==> src/rtl/trng_conditioner.sv <==
// Von Neumann debiaser with repetition-count health test feeding a small conditioned-bit FIFO.
// Optional adaptive proportion test is enabled by defining TRNG_CONDITIONER_APT_EN.
module trng_conditioner #(
    parameter int DEPTH      = 8,
    parameter int RCT_CUTOFF = 16,
    parameter int APT_WINDOW = 64,
    parameter int APT_CUTOFF = 48
) (
    input  logic                       clk,
    input  logic                       reset,
    input  logic                       en,
    input  logic                       raw_bit,
    input  logic                       raw_valid,
    input  logic                       trng_next,
    output logic                       trng_bit,
    output logic                       bit_valid,
    output logic [$clog2(DEPTH+1)-1:0] fifo_level,
    output logic                       health_fail,
    output logic                       overflow,
    input  logic                       clear_fail
);
    localparam int LW = $clog2(DEPTH + 1);
    localparam int PW = $clog2(DEPTH);
    localparam int RW = $clog2(RCT_CUTOFF + 1);

    typedef enum logic [1:0] {IDLE_PAIR, HAVE_FIRST, FAILED} state_t;

    state_t          state;
    logic            first_bit;
    logic            mem [DEPTH];
    logic [PW-1:0]   rd_ptr;
    logic [PW-1:0]   wr_ptr;
    logic [LW-1:0]   level;
    logic [RW-1:0]   rep_cnt;
    logic [RW-1:0]   rep_next;
    logic            has_hist;
    logic            last_raw;
    logic            raw_ev;
    logic            rct_trig;
    logic            apt_trig;
    logic            health_trig;
    logic            emit;
    logic            push;
    logic            pop;
    logic            drop;

    // clear_fail wins over a coincident sample, so the sample never reaches either test
    assign raw_ev   = en && raw_valid && !clear_fail;
    assign rep_next = (has_hist && (raw_bit == last_raw))
                      ? ((rep_cnt == RW'(RCT_CUTOFF)) ? rep_cnt : rep_cnt + 1'b1)
                      : RW'(1);
    assign rct_trig    = raw_ev && (rep_next == RW'(RCT_CUTOFF));
    assign health_trig = rct_trig || apt_trig;

    assign pop  = en && trng_next && (level != '0) && !health_fail && !health_trig;
    assign emit = raw_ev && (state == HAVE_FIRST) && (raw_bit != first_bit) && !health_trig;
    assign push = emit && ((level != LW'(DEPTH)) || pop);
    assign drop = emit && !push;

    assign trng_bit   = (level != '0) ? mem[rd_ptr] : 1'b0;
    assign bit_valid  = (level != '0) && !health_fail;
    assign fifo_level = level;

`ifdef TRNG_CONDITIONER_APT_EN
    localparam int AW = $clog2(APT_WINDOW + 1);

    logic [AW-1:0] apt_idx;
    logic [AW-1:0] apt_cnt;
    logic [AW-1:0] apt_cnt_next;
    logic          apt_ref;

    // the first sample of a window is its own reference and counts as a match
    assign apt_cnt_next = (apt_idx == '0) ? AW'(1)
                          : apt_cnt + AW'(raw_bit == apt_ref);
    assign apt_trig     = raw_ev && (apt_cnt_next == AW'(APT_CUTOFF));

    always_ff @(posedge clk) begin
        if (reset) begin
            apt_idx <= '0;
            apt_cnt <= '0;
            apt_ref <= 1'b0;
        end else if (en) begin
            if (clear_fail) begin
                apt_idx <= '0;
                apt_cnt <= '0;
            end else if (raw_valid) begin
                if (apt_idx == '0)
                    apt_ref <= raw_bit;
                apt_cnt <= apt_cnt_next;
                apt_idx <= (apt_idx == AW'(APT_WINDOW - 1)) ? '0 : apt_idx + 1'b1;
            end
        end
    end
`else
    // window parameters stay in the port map for drop-in compatibility; this folds to 0
    assign apt_trig = (APT_CUTOFF >= APT_WINDOW) && 1'b0;
`endif

    always_ff @(posedge clk) begin
        if (push)
            mem[wr_ptr] <= first_bit;
    end

    always_ff @(posedge clk) begin
        if (reset) begin
            state       <= IDLE_PAIR;
            first_bit   <= 1'b0;
            rd_ptr      <= '0;
            wr_ptr      <= '0;
            level       <= '0;
            rep_cnt     <= '0;
            has_hist    <= 1'b0;
            last_raw    <= 1'b0;
            health_fail <= 1'b0;
            overflow    <= 1'b0;
        end else if (en) begin
            if (clear_fail) begin
                health_fail <= 1'b0;
                overflow    <= 1'b0;
                rep_cnt     <= '0;
                has_hist    <= 1'b0;
                if (state == FAILED)
                    state <= IDLE_PAIR;
            end else if (raw_valid) begin
                rep_cnt  <= rep_next;
                has_hist <= 1'b1;
                last_raw <= raw_bit;
            end

            if (health_trig) begin
                health_fail <= 1'b1;
                state       <= FAILED;
                rd_ptr      <= '0;
                wr_ptr      <= '0;
                level       <= '0;
            end else begin
                if (raw_ev) begin
                    case (state)
                        IDLE_PAIR: begin
                            first_bit <= raw_bit;
                            state     <= HAVE_FIRST;
                        end
                        HAVE_FIRST: state <= IDLE_PAIR;
                        default:    state <= state;
                    endcase
                end
                if (push)
                    wr_ptr <= wr_ptr + 1'b1;
                if (pop)
                    rd_ptr <= rd_ptr + 1'b1;
                if (push && !pop)
                    level <= level + 1'b1;
                else if (pop && !push)
                    level <= level - 1'b1;
                if (drop)
                    overflow <= 1'b1;
            end
        end
    end
endmodule

==> config.mk <==
export PLATFORM = sky130hd
export DESIGN_NAME = trng_conditioner
export DESIGN_NICKNAME = d
export VERILOG_FILES = /design/src/rtl/trng_conditioner.sv
export SDC_FILE = /design/constraint.sdc
export NUM_CORES = 1
export LEC_CHECK = 0
export CAP_MARGIN = 20
export CORE_AREA = 4 4 82 84
export DETAILED_ROUTE_END_ITERATION = 8
export DIE_AREA = 0 0 86 88
export PLACE_DENSITY = 0.55
export SLEW_MARGIN = 20
export SYNTH_ARGS = -nofsm -noshare
export SYNTH_HDL_FRONTEND = slang
export SYNTH_SLANG_ARGS = --single-unit
==> constraint.sdc <==
create_clock -name clk -period 3.35 [get_ports clk]
set_input_delay 0.67 -clock clk [delete_from_list [all_inputs] [get_ports clk]]
set_output_delay 0.67 -clock clk [all_outputs]
set_load 0.005 [all_outputs]
* Yosys cells after proc, flatten, opt, wreduce, memory -nomap -nowiden
Memory sizes are Yosys's and may differ from the RTL's. A register that Yosys moved wholly into a read port is not among the register bits.
Index checks and enable logic that the tools add are counted.
** Word-level totals
- Flip-flop bits (word level) :: 22
- RAM bits :: 8
- Logic and storage cells :: 93
- Output and inout port bits :: 8
- Memories kept :: 1
- Latch bits :: 0
- Bits in read-only memories :: 0
- Input port bits :: 7
** Operators by class
- Bitwise operators :: 2
- Add/subtract/negate cells :: 5
- Muxes and demuxes :: 28
- $mul :: 0
- Div/mod/pow operators :: 0
- Reductions and logical operators :: 39
- $lt $le $gt $ge :: 0
- Shift-type cells :: 0
- Equal/unequal tests :: 8
** Memory list
- mem :: words 8, bits a word 1, read ports 1, clocked after memory_dff 1, wr ports 1, RTL line 30 : logic mem [DEPTH];
** Operator list (number)
- two-way mux 5 bit :: 4
- two-way mux 3 bit :: 6
- logical AND 1 bit :: 16
- two-way mux 4 bit :: 3
- equality test 5 bit, second input constant :: 2
- two-way mux 1 bit :: 10
- AND reduction 2 bit :: 5
- nonzero test 3 bit :: 3
- two-way mux 2 bit :: 4
- AND reduction 4 bit :: 2
- nonzero test 2 bit :: 4
- adder 3 x 1 -> 3 bit, second input constant :: 2
- adder 5 x 1 -> 5 bit, second input constant :: 1
- zero test 1 bit :: 5
- adder 4 x 1 -> 4 bit, second input constant :: 1
- inequality test 4 x 1 -> 1 bit, second input constant :: 1
- inequality test 4 bit, second input constant :: 1
- one-hot mux 2 bit (2 select lines) :: 1
- nonzero test 4 bit :: 1
- subtractor 4 x 1 -> 4 bit, second input constant :: 1
- AND reduction 3 bit :: 1
- equality test 2 x 1 -> 1 bit, second input constant :: 1
- equality test 2 bit, second input constant :: 1
- zero test 2 bit :: 1
- other kinds (4) :: 5

* Logic depth before layout (Yosys ltp)
Gate-level depths: netlist of the first run.
- Word-level depth :: 14
- Depth in mapped cells :: 13

* Least setup slack after synthesis of the first run
Ideal clock, no wire load.
- Path type :: register -> register
- Start point :: reg rep_cnt[0]
- End point :: reg level[3], in the netlist fifo_level[3]
- Buffers on the path :: 0
- Arrival :: 2.696 ns
- Slack :: 0.582 ns
- Setup time :: 0.072 ns
- Cell stages (with the launch flop) :: 13
- Cells stage by stage :: dfxtp_1 inv_1 ha_1 or4b_4 o41ai_2 nand2_1 nand2_1 ha_1 a21o_1 a21o_1 nand2b_1 mux2i_1 mux2i_1
** On the way
- Longest elaborated chain between the ends :: 13
- Elaborated cells between the ends (all ways) :: 19
- Those cells by class :: add/sub: 1; eq/ne: 2; mux: 4; reduce/logical: 12
** RTL lines
- start, declared :: RTL line 34 : logic [RW-1:0] rep_cnt;
- start signal, assigned :: RTL line 125 : rep_cnt <= rep_next;
- adder 5 x 1 -> 5 bit / equality test 5 bit (equally long branches) :: RTL line 50 : ? ((rep_cnt == RW'(RCT_CUTOFF)) ? rep_cnt : rep_cnt + 1'b1)
- two-way mux 5 bit (*) (2 in a row) :: RTL line 50
- equality test 5 bit (*) :: RTL line 52 : assign rct_trig = raw_ev && (rep_next == RW'(RCT_CUTOFF));
- logical AND 1 bit (*) :: RTL line 52
- zero test 1 bit :: RTL line 55, 56
- logical AND 1 bit :: RTL line 55 : assign pop = en && trng_next && (level != '0) && !health_fail && !health_trig;
- logical OR 1 bit :: RTL line 57 : assign push = emit && ((level != LW'(DEPTH)) || pop);
- logical AND 1 bit :: RTL line 57
- zero test 1 bit :: RTL line 153 : else if (pop && !push)
- logical AND 1 bit :: RTL line 153
- nonzero test 3 bit (no line)
- AND reduction 2 bit (no line)
- end signal, assigned :: RTL line 152 : level <= level + 1'b1;
- end signal, assigned :: RTL line 154 : level <= level - 1'b1;
- end, declared :: RTL line 33 : logic [LW-1:0] level;
Mark *: on every way between the ends. The rest lies on a longest branch, timed or not.
A chain may end at the register's enable or synchronous reset.

* Worst setup path after layout of the first run
Ends and elaborated chain as after synthesis.

==> results.cfg, run 1 <==
[pwr]
power.total_uw = 893
peak_vdd_ir_mv = 0.203
total_leakage_power_uw = 0.000738
p_per_area_nw_per_um2 = 419

[critical_path]
worst_setup_path_end_kind = flip-flop
worstPathMaxFanout = 6
arrival_ps = 3100
worstSetupPathType = flip-flop to flip-flop
crit_path_start_kind = flip-flop
cp.required_ps = 3560

[logic_synthesis]
ys_seq_area_share_pct = 41.9
yosys_warning_count = 0
synth_fp_nets = 190
yosys_reg_bits = 33
synthesis.area_sq_um = 1770
synth_instances = 176
ys_types = 54
synth_area_per_cell_sq_um = 10.0

[sta]
fmax_ghz = 0.346
final_max_slew_viol_count = 0
finalHoldViolations = 0
max_slew_headroom_at_the_worst_pin_pct = 62.8
final_period_minus_worst_setup_slack_ps = 2890
setup_viol_count_final = 0
grt_setup_unrepaired = no
worstMarginPinSlew_ps = 550
setup_tns_ps = 0
period_share_pct = 86.3
finClkSkew_ps = 6.84

[global_routing]
first_global_vias = 1350
grt_util_all_layers_pct = 10.6
pin_count_of_the_biggest_net_entering_global_routing = 14
grt_pass1_wl_um = 6240
number_of_antenna_violations_at_the_first_check_in_global_routing = 0
globalRoute.totalOverflow = 0

[route]
number_of_nets_still_failing_antenna_checks_after_routing = 0
route.detailed.wl_per_inst_um = 12.7
wl_um = 3540
detail_route.first_pass.iterations = 4
remaining_drc_errors = 0
total_number_of_vias = 1344
detail_route.vias_per_cell = 4.83
detailedRoute.firstIterationViolations = 57

[outcome]
run_status = completed

[floorplan]
floorplan.io_pins = 15
die_y_um = 88
fp.dieW_um = 86
die_area_sq_um = 7570
initial_core_util_pct = 29.8
core-area_sq_um = 5920
placementRows = 28

[min_path]
min_path_type = flip-flop to flip-flop

[clock_tree]
cts_resized = 0
cts-buffers-inserted = 5
worstSkewPairLatency_ps = 280
tritoncts = built
cts.sink_count = 33
post_cts_buffers = 0
h-tree-depth = 2
clk_path_buf_depth = 2
clock-root-buffer = sky130_fd_sc_hd__clkbuf_8
clk_pin_slew_ps = 70
hold_buffers = 0

[placed_design]
port_buffers = 14
dp.final_hpwl_um = 2720
place.gp.congestion = 0.785

[final_layout]
n_antenna_cell = 0
area_delta_synth_final_pct = 20.6
nFillCells = 617
nNetsFinal = 216
share_of_layout_cells_above_drive_strength_1_pct = 16.3

[flow_run]
max_cap_violations = 0
cell usage in the layout (no fill, tap or decap), types with 2 or more instances in the layout:
cell type,n
sky130_fd_sc_hd__nor2_1,18
sky130_fd_sc_hd__a22oi_1,2
sky130_fd_sc_hd__mux4_2,2
sky130_fd_sc_hd__dfxtp_1,25
sky130_fd_sc_hd__nor4b_1,2
sky130_fd_sc_hd__clkdlybuf4s50_1,14
sky130_fd_sc_hd__a211oi_1,3
sky130_fd_sc_hd__xor2_1,2
sky130_fd_sc_hd__clkbuf_8,5
sky130_fd_sc_hd__nor3b_1,3
sky130_fd_sc_hd__xnor2_1,5
sky130_fd_sc_hd__nand2_1,18
sky130_fd_sc_hd__ha_1,6
sky130_fd_sc_hd__inv_1,8
sky130_fd_sc_hd__buf_4,8
sky130_fd_sc_hd__mux2i_1,7
sky130_fd_sc_hd__edfxtp_1,8
sky130_fd_sc_hd__a21o_1,2
sky130_fd_sc_hd__a21oi_1,11
sky130_fd_sc_hd__or2_2,2
sky130_fd_sc_hd__clkinv_2,2
sky130_fd_sc_hd__nand3_1,3
sky130_fd_sc_hd__or3_1,4
sky130_fd_sc_hd__o31ai_1,2
sky130_fd_sc_hd__o21ai_0,4
sky130_fd_sc_hd__nand2b_1,3
sky130_fd_sc_hd__nor3_1,5
metrics by stage:
stage                     std cells  worst slack (ps)  instance area (sq um)  hold WS [ps]  utilization (%)
final                           278               460                   2130           474             36.0
after CTS                       278               445                   2130           479             36.0
after global routing            278               281                   2130           517             36.0
after detailed placement        270               162                   2040           470             34.5
after floorplan                 176               582                   1770           449                -
after global placement          270               192                   2040           464             34.5
sequential cells by signal (all words and copies together), names as in the netlist, 2 cells and up, named ones only:
register	cells
mem	8
rep_cnt	5
fifo_level	4
rd_ptr	3
wr_ptr	3
state	2
final cells by class:
| class | count | area, sq um | area share [%] |
|---|---|---|---|
| Tap cell | 75 | 93.8 | 4.40 |
| Timing Repair Buffer | 22 | 200 | 9.40 |
| Inverter | 8 | 30.0 | 1.41 |
| Sequential cell | 33 | 741 | 34.8 |
| Clock inverter | 3 | 17.5 | 0.822 |
| Clock buffer | 5 | 68.8 | 3.23 |
| Multi-Input combinational cell | 132 | 980 | 46.0 |
logic make-up (layout without fill, tap and decap cells):
group           Yosys count  after routing  share of synthesized area, %
compound gates           38             38                          16.8
xor+xnor                  8              8                          4.39
fa+ha+maj                 7              7                          5.38
buf+inv                  11             38                          2.62
flops                    33             33                          41.9
mux                      10             10                          7.29
simple gates             69             69                          21.6
power breakdown:
part	internal [uW]	leakage [uW]	switching, uW
Clock	143	0.0000439	147
Combinational	90.4	0.000417	74.8
Sequential	419	0.000277	18.9
worst paths after layout:
check / start / end / slack, ps / cells after the start
max: rep_cnt[0]$_SDFFE_PP0P_ / fifo_level[3]$_SDFFE_PP0P_ / 460 / 12
min: last_raw$_SDFFE_PP0P_ / last_raw$_SDFFE_PP0P_ / 470 / 2
max reg2reg: rep_cnt[0]$_SDFFE_PP0P_ / fifo_level[3]$_SDFFE_PP0P_ / 460 / 12
min reg2reg: last_raw$_SDFFE_PP0P_ / last_raw$_SDFFE_PP0P_ / 470 / 2
worst max-delay path, cell delays in order (launching register included):
cell	delay (ps)
sky130_fd_sc_hd__dfxtp_1	410
sky130_fd_sc_hd__inv_1	100
sky130_fd_sc_hd__ha_1	370
sky130_fd_sc_hd__or4b_4	570
sky130_fd_sc_hd__o41ai_2	80
sky130_fd_sc_hd__nand2_1	100
sky130_fd_sc_hd__nand2_1	120
sky130_fd_sc_hd__ha_1	240
sky130_fd_sc_hd__a21o_1	170
sky130_fd_sc_hd__a21o_1	170
sky130_fd_sc_hd__nand2b_1	130
sky130_fd_sc_hd__mux2i_1	170
sky130_fd_sc_hd__mux2i_1	190
cells in the mapped netlist, drive strengths merged:
cell type	number	share of area, %
edfxtp	8	14
or4b	1	0.78
o41ai	1	0.92
mux2i	8	4.7
a21boi	1	0.43
buf	1	0.43
o211ai	1	0.43
a21o	2	0.85
nor2	18	3.8
a311oi	1	0.50
a41oi	1	0.50
nand4	1	0.35
o31ai	2	0.85
a21oi	12	3.6
a22oi	2	0.85
or4	1	0.43
fa	1	1.1
mux4	2	2.5
dfxtp	25	28
xor2	3	1.9
a211oi	4	2.4
nor2b	1	0.35
o21bai	1	0.64
ha	6	4.2
nor3	5	1.4
nor4b	2	0.99
nand3	3	0.85
nand3b	2	1.6
o21a	1	0.43
nand4b	1	0.50
nor3b	3	1.3
clkbuf	2	0.50
o41a	1	0.71
nand2b	3	1.1
and2	1	0.35
a2111oi	1	0.85
inv	8	1.7
xnor2	5	2.5
o21ai	7	2.8
or2	3	1.1
nor4	2	1.6
nand2	18	3.8
or3	4	1.4
metal layers:
metal	vias to the layer above	global-route usage (%)	part of all wire (%)
met5	-	0	0
met4	0	4.75	1.2
met3	4	2.54	3.5
met2	21	17.2	45
met1	621	13.5	50
li1	698	-	-
Note: power is estimated with default switching activity, not from simulation.
==> run 2: changes to the inputs <==
ABC_CLOCK_PERIOD_IN_PS = 3350   (was default)
CORE_AREA = 2 2 80 82   (was 4 4 82 84)
DIE_AREA = 0 0 82 84   (was 0 0 86 88)
SLEW_MARGIN = default   (was 20)
==> run 2 against run 1 <==
Design area about the same; clock skew shrank 1.9 ps; die area fell by 9.0%; flip-flop and latch count unchanged; via count is 0.52% lower; register-to-register slack about the same; sequential share of layout area hardly changed; global-route usage grew 0.99 points.
==> results.cfg, run 2 (synthesis gave the netlist of run 1 again) <==
[outcome]
run_status = completed

[sta]
post_route_worst_setup_slack_ps = 445
max_slew_headroom_at_the_worst_pin_pct = 62.6
final_max_slew_viol_count = 0
worstMarginPinSlew_ps = 553
setup_viol_count_final = 0
period_share_pct = 86.7
finalHoldViolations = 0
finalHoldWorstSlack_ps = 470
finClkSkew_ps = 4.94
fmax_ghz = 0.344
grt_setup_unrepaired = no
setup_tns_ps = 0
final_period_minus_worst_setup_slack_ps = 2910

[floorplan]
die_area_sq_um = 6890
initial_core_util_pct = 29.0
placementRows = 29
core-area_sq_um = 6100
fp.dieW_um = 82
die_y_um = 84
floorplan.io_pins = 15

[clock_tree]
worstSkewPairLatency_ps = 290
post_cts_buffers = 0
cts_resized = 0
hold_buffers = 0
tritoncts = built
clk_pin_slew_ps = 70
cts-buffers-inserted = 5
h-tree-depth = 2
cts.sink_count = 33
clock-root-buffer = sky130_fd_sc_hd__clkbuf_8
clk_path_buf_depth = 2

[critical_path]
crit-reg2reg-launch = rep_cnt[0]$_SDFFE_PP0P_
worstPathMaxFanout = 6
worst-r2r-setup-slack_ps = 440
reg2reg_depth = 12
crit_path_start_kind = flip-flop
cpLargestDelayFamily = simple AND/OR/NAND/NOR gates
r2r_endpoint = fifo_level[3]$_SDFFE_PP0P_
worst_setup_path_end_kind = flip-flop
arrival_ps = 3130
cp_cell_sequence = inv_1 > ha_1 > or4b_4 > o41ai_2 > nand2_1 > nand2_1 > ha_1 > a21o_1 > a21o_1 > nand2b_1 > mux2i_1 > mux2i_1
cp_slowest_cell = sky130_fd_sc_hd__or4b_4
critPathMaxStageDelay_ps = 570
number_of_buffer_and_inverter_instances_along_the_worst_setup_path = 1
cp.required_ps = 3570
worstSetupPathType = flip-flop to flip-flop

[min_path]
hold-path-endpoint = last_raw$_SDFFE_PP0P_
worst_hold_startpoint = last_raw$_SDFFE_PP0P_
worstHoldPathCells = 2
min_path_type = flip-flop to flip-flop

[route]
total_number_of_vias = 1337
detail_route.vias_per_cell = 4.78
remaining_drc_errors = 0
wl_um = 3500
number_of_nets_still_failing_antenna_checks_after_routing = 0
detailedRoute.firstIterationViolations = 72
detail_route.first_pass.iterations = 4
route.detailed.wl_per_inst_um = 12.5

[global_routing]
grt_pass1_wl_um = 6110
globalRoute.totalOverflow = 0
first_global_vias = 1322
number_of_antenna_violations_at_the_first_check_in_global_routing = 0
pin_count_of_the_biggest_net_entering_global_routing = 14
grt_util_all_layers_pct = 11.6

[final_layout]
nFillCells = 624
largest-register = mem
area_delta_synth_final_pct = 20.5
final_cell_mix = 25 x sky130_fd_sc_hd__dfxtp_1, 18 x sky130_fd_sc_hd__nand2_1, 18 x sky130_fd_sc_hd__nor2_1
mostFrequentLayoutCell = sky130_fd_sc_hd__dfxtp_1
layoutNonFillerInstCount = 280
share_of_layout_cells_above_drive_strength_1_pct = 15.8
largest_register_ffs = 8
n_antenna_cell = 0
layout.cell_area.non_filler_sq_um = 2130
nNetsFinal = 216

[pwr]
peak_vdd_ir_mv = 0.207
total_leakage_power_uw = 0.000739
p_per_area_nw_per_um2 = 416

[placed_design]
place.gp.congestion = 0.762
port_buffers = 14
dp.cells = 272
placement.cell_area_sq_um = 2050
pre_cts_ws_ps = 164
dp.final_hpwl_um = 2650

[flow_run]
max_cap_violations = 0
-- run 2: through the flow --
stage | util [%] | total power [uW]
after global routing | 34.9 | 941
after detailed placement | 33.6 | 612
after floorplan | - | 545
final | 34.9 | 886
after CTS | 34.9 | 901
after global placement | 33.6 | 610
-- run 2: report_power, final --
part	internal [uW]	total (uW)	switching, uW
combinational	90.1	162	72.0
clock	144	286	142
sequential	419	438	19.0
total	653	886	233
-- run 2: cell type report --
cell class	instances	area (sq um)	share of cell area, %
Clock buffer	6	72.6	3.41
Multi-Input combinational cell	132	980	46.0
Sequential cell	33	741	34.8
Timing Repair Buffer	22	200	9.40
Inverter	8	30.0	1.41
Tap cell	77	96.3	4.52
Clock inverter	2	10.0	0.470
-- run 2: tightest hold or removal path: stages (launching register included) --
cell                      delay (ps)
sky130_fd_sc_hd__dfxtp_1         320
sky130_fd_sc_hd__nand2_1          50
sky130_fd_sc_hd__a21oi_1          50
-- run 2: how the worst max path moves through the flow --
stage / end / from / depth (start not counted)
after CTS: fifo_level[3]$_SDFFE_PP0P_ / rep_cnt[0]$_SDFFE_PP0P_ / 12
final: fifo_level[3]$_SDFFE_PP0P_ / rep_cnt[0]$_SDFFE_PP0P_ / 12
after floorplan: fifo_level[3]$_SDFFE_PP0P_ / rep_cnt[0]$_SDFFE_PP0P_ / 12
after global placement: fifo_level[3]$_SDFFE_PP0P_ / raw_valid / 11
after global routing: fifo_level[3]$_SDFFE_PP0P_ / rep_cnt[0]$_SDFFE_PP0P_ / 12
after detailed placement: fifo_level[3]$_SDFFE_PP0P_ / raw_valid / 11
-- run 2: per-layer routing --
layer	track usage [%]	up-vias	routed length, um
met3	4.55	6	189
met4	4.39	0	61
li1	-	692	-
met5	0	-	0
met2	17.4	27	1560
met1	14.9	612	1690
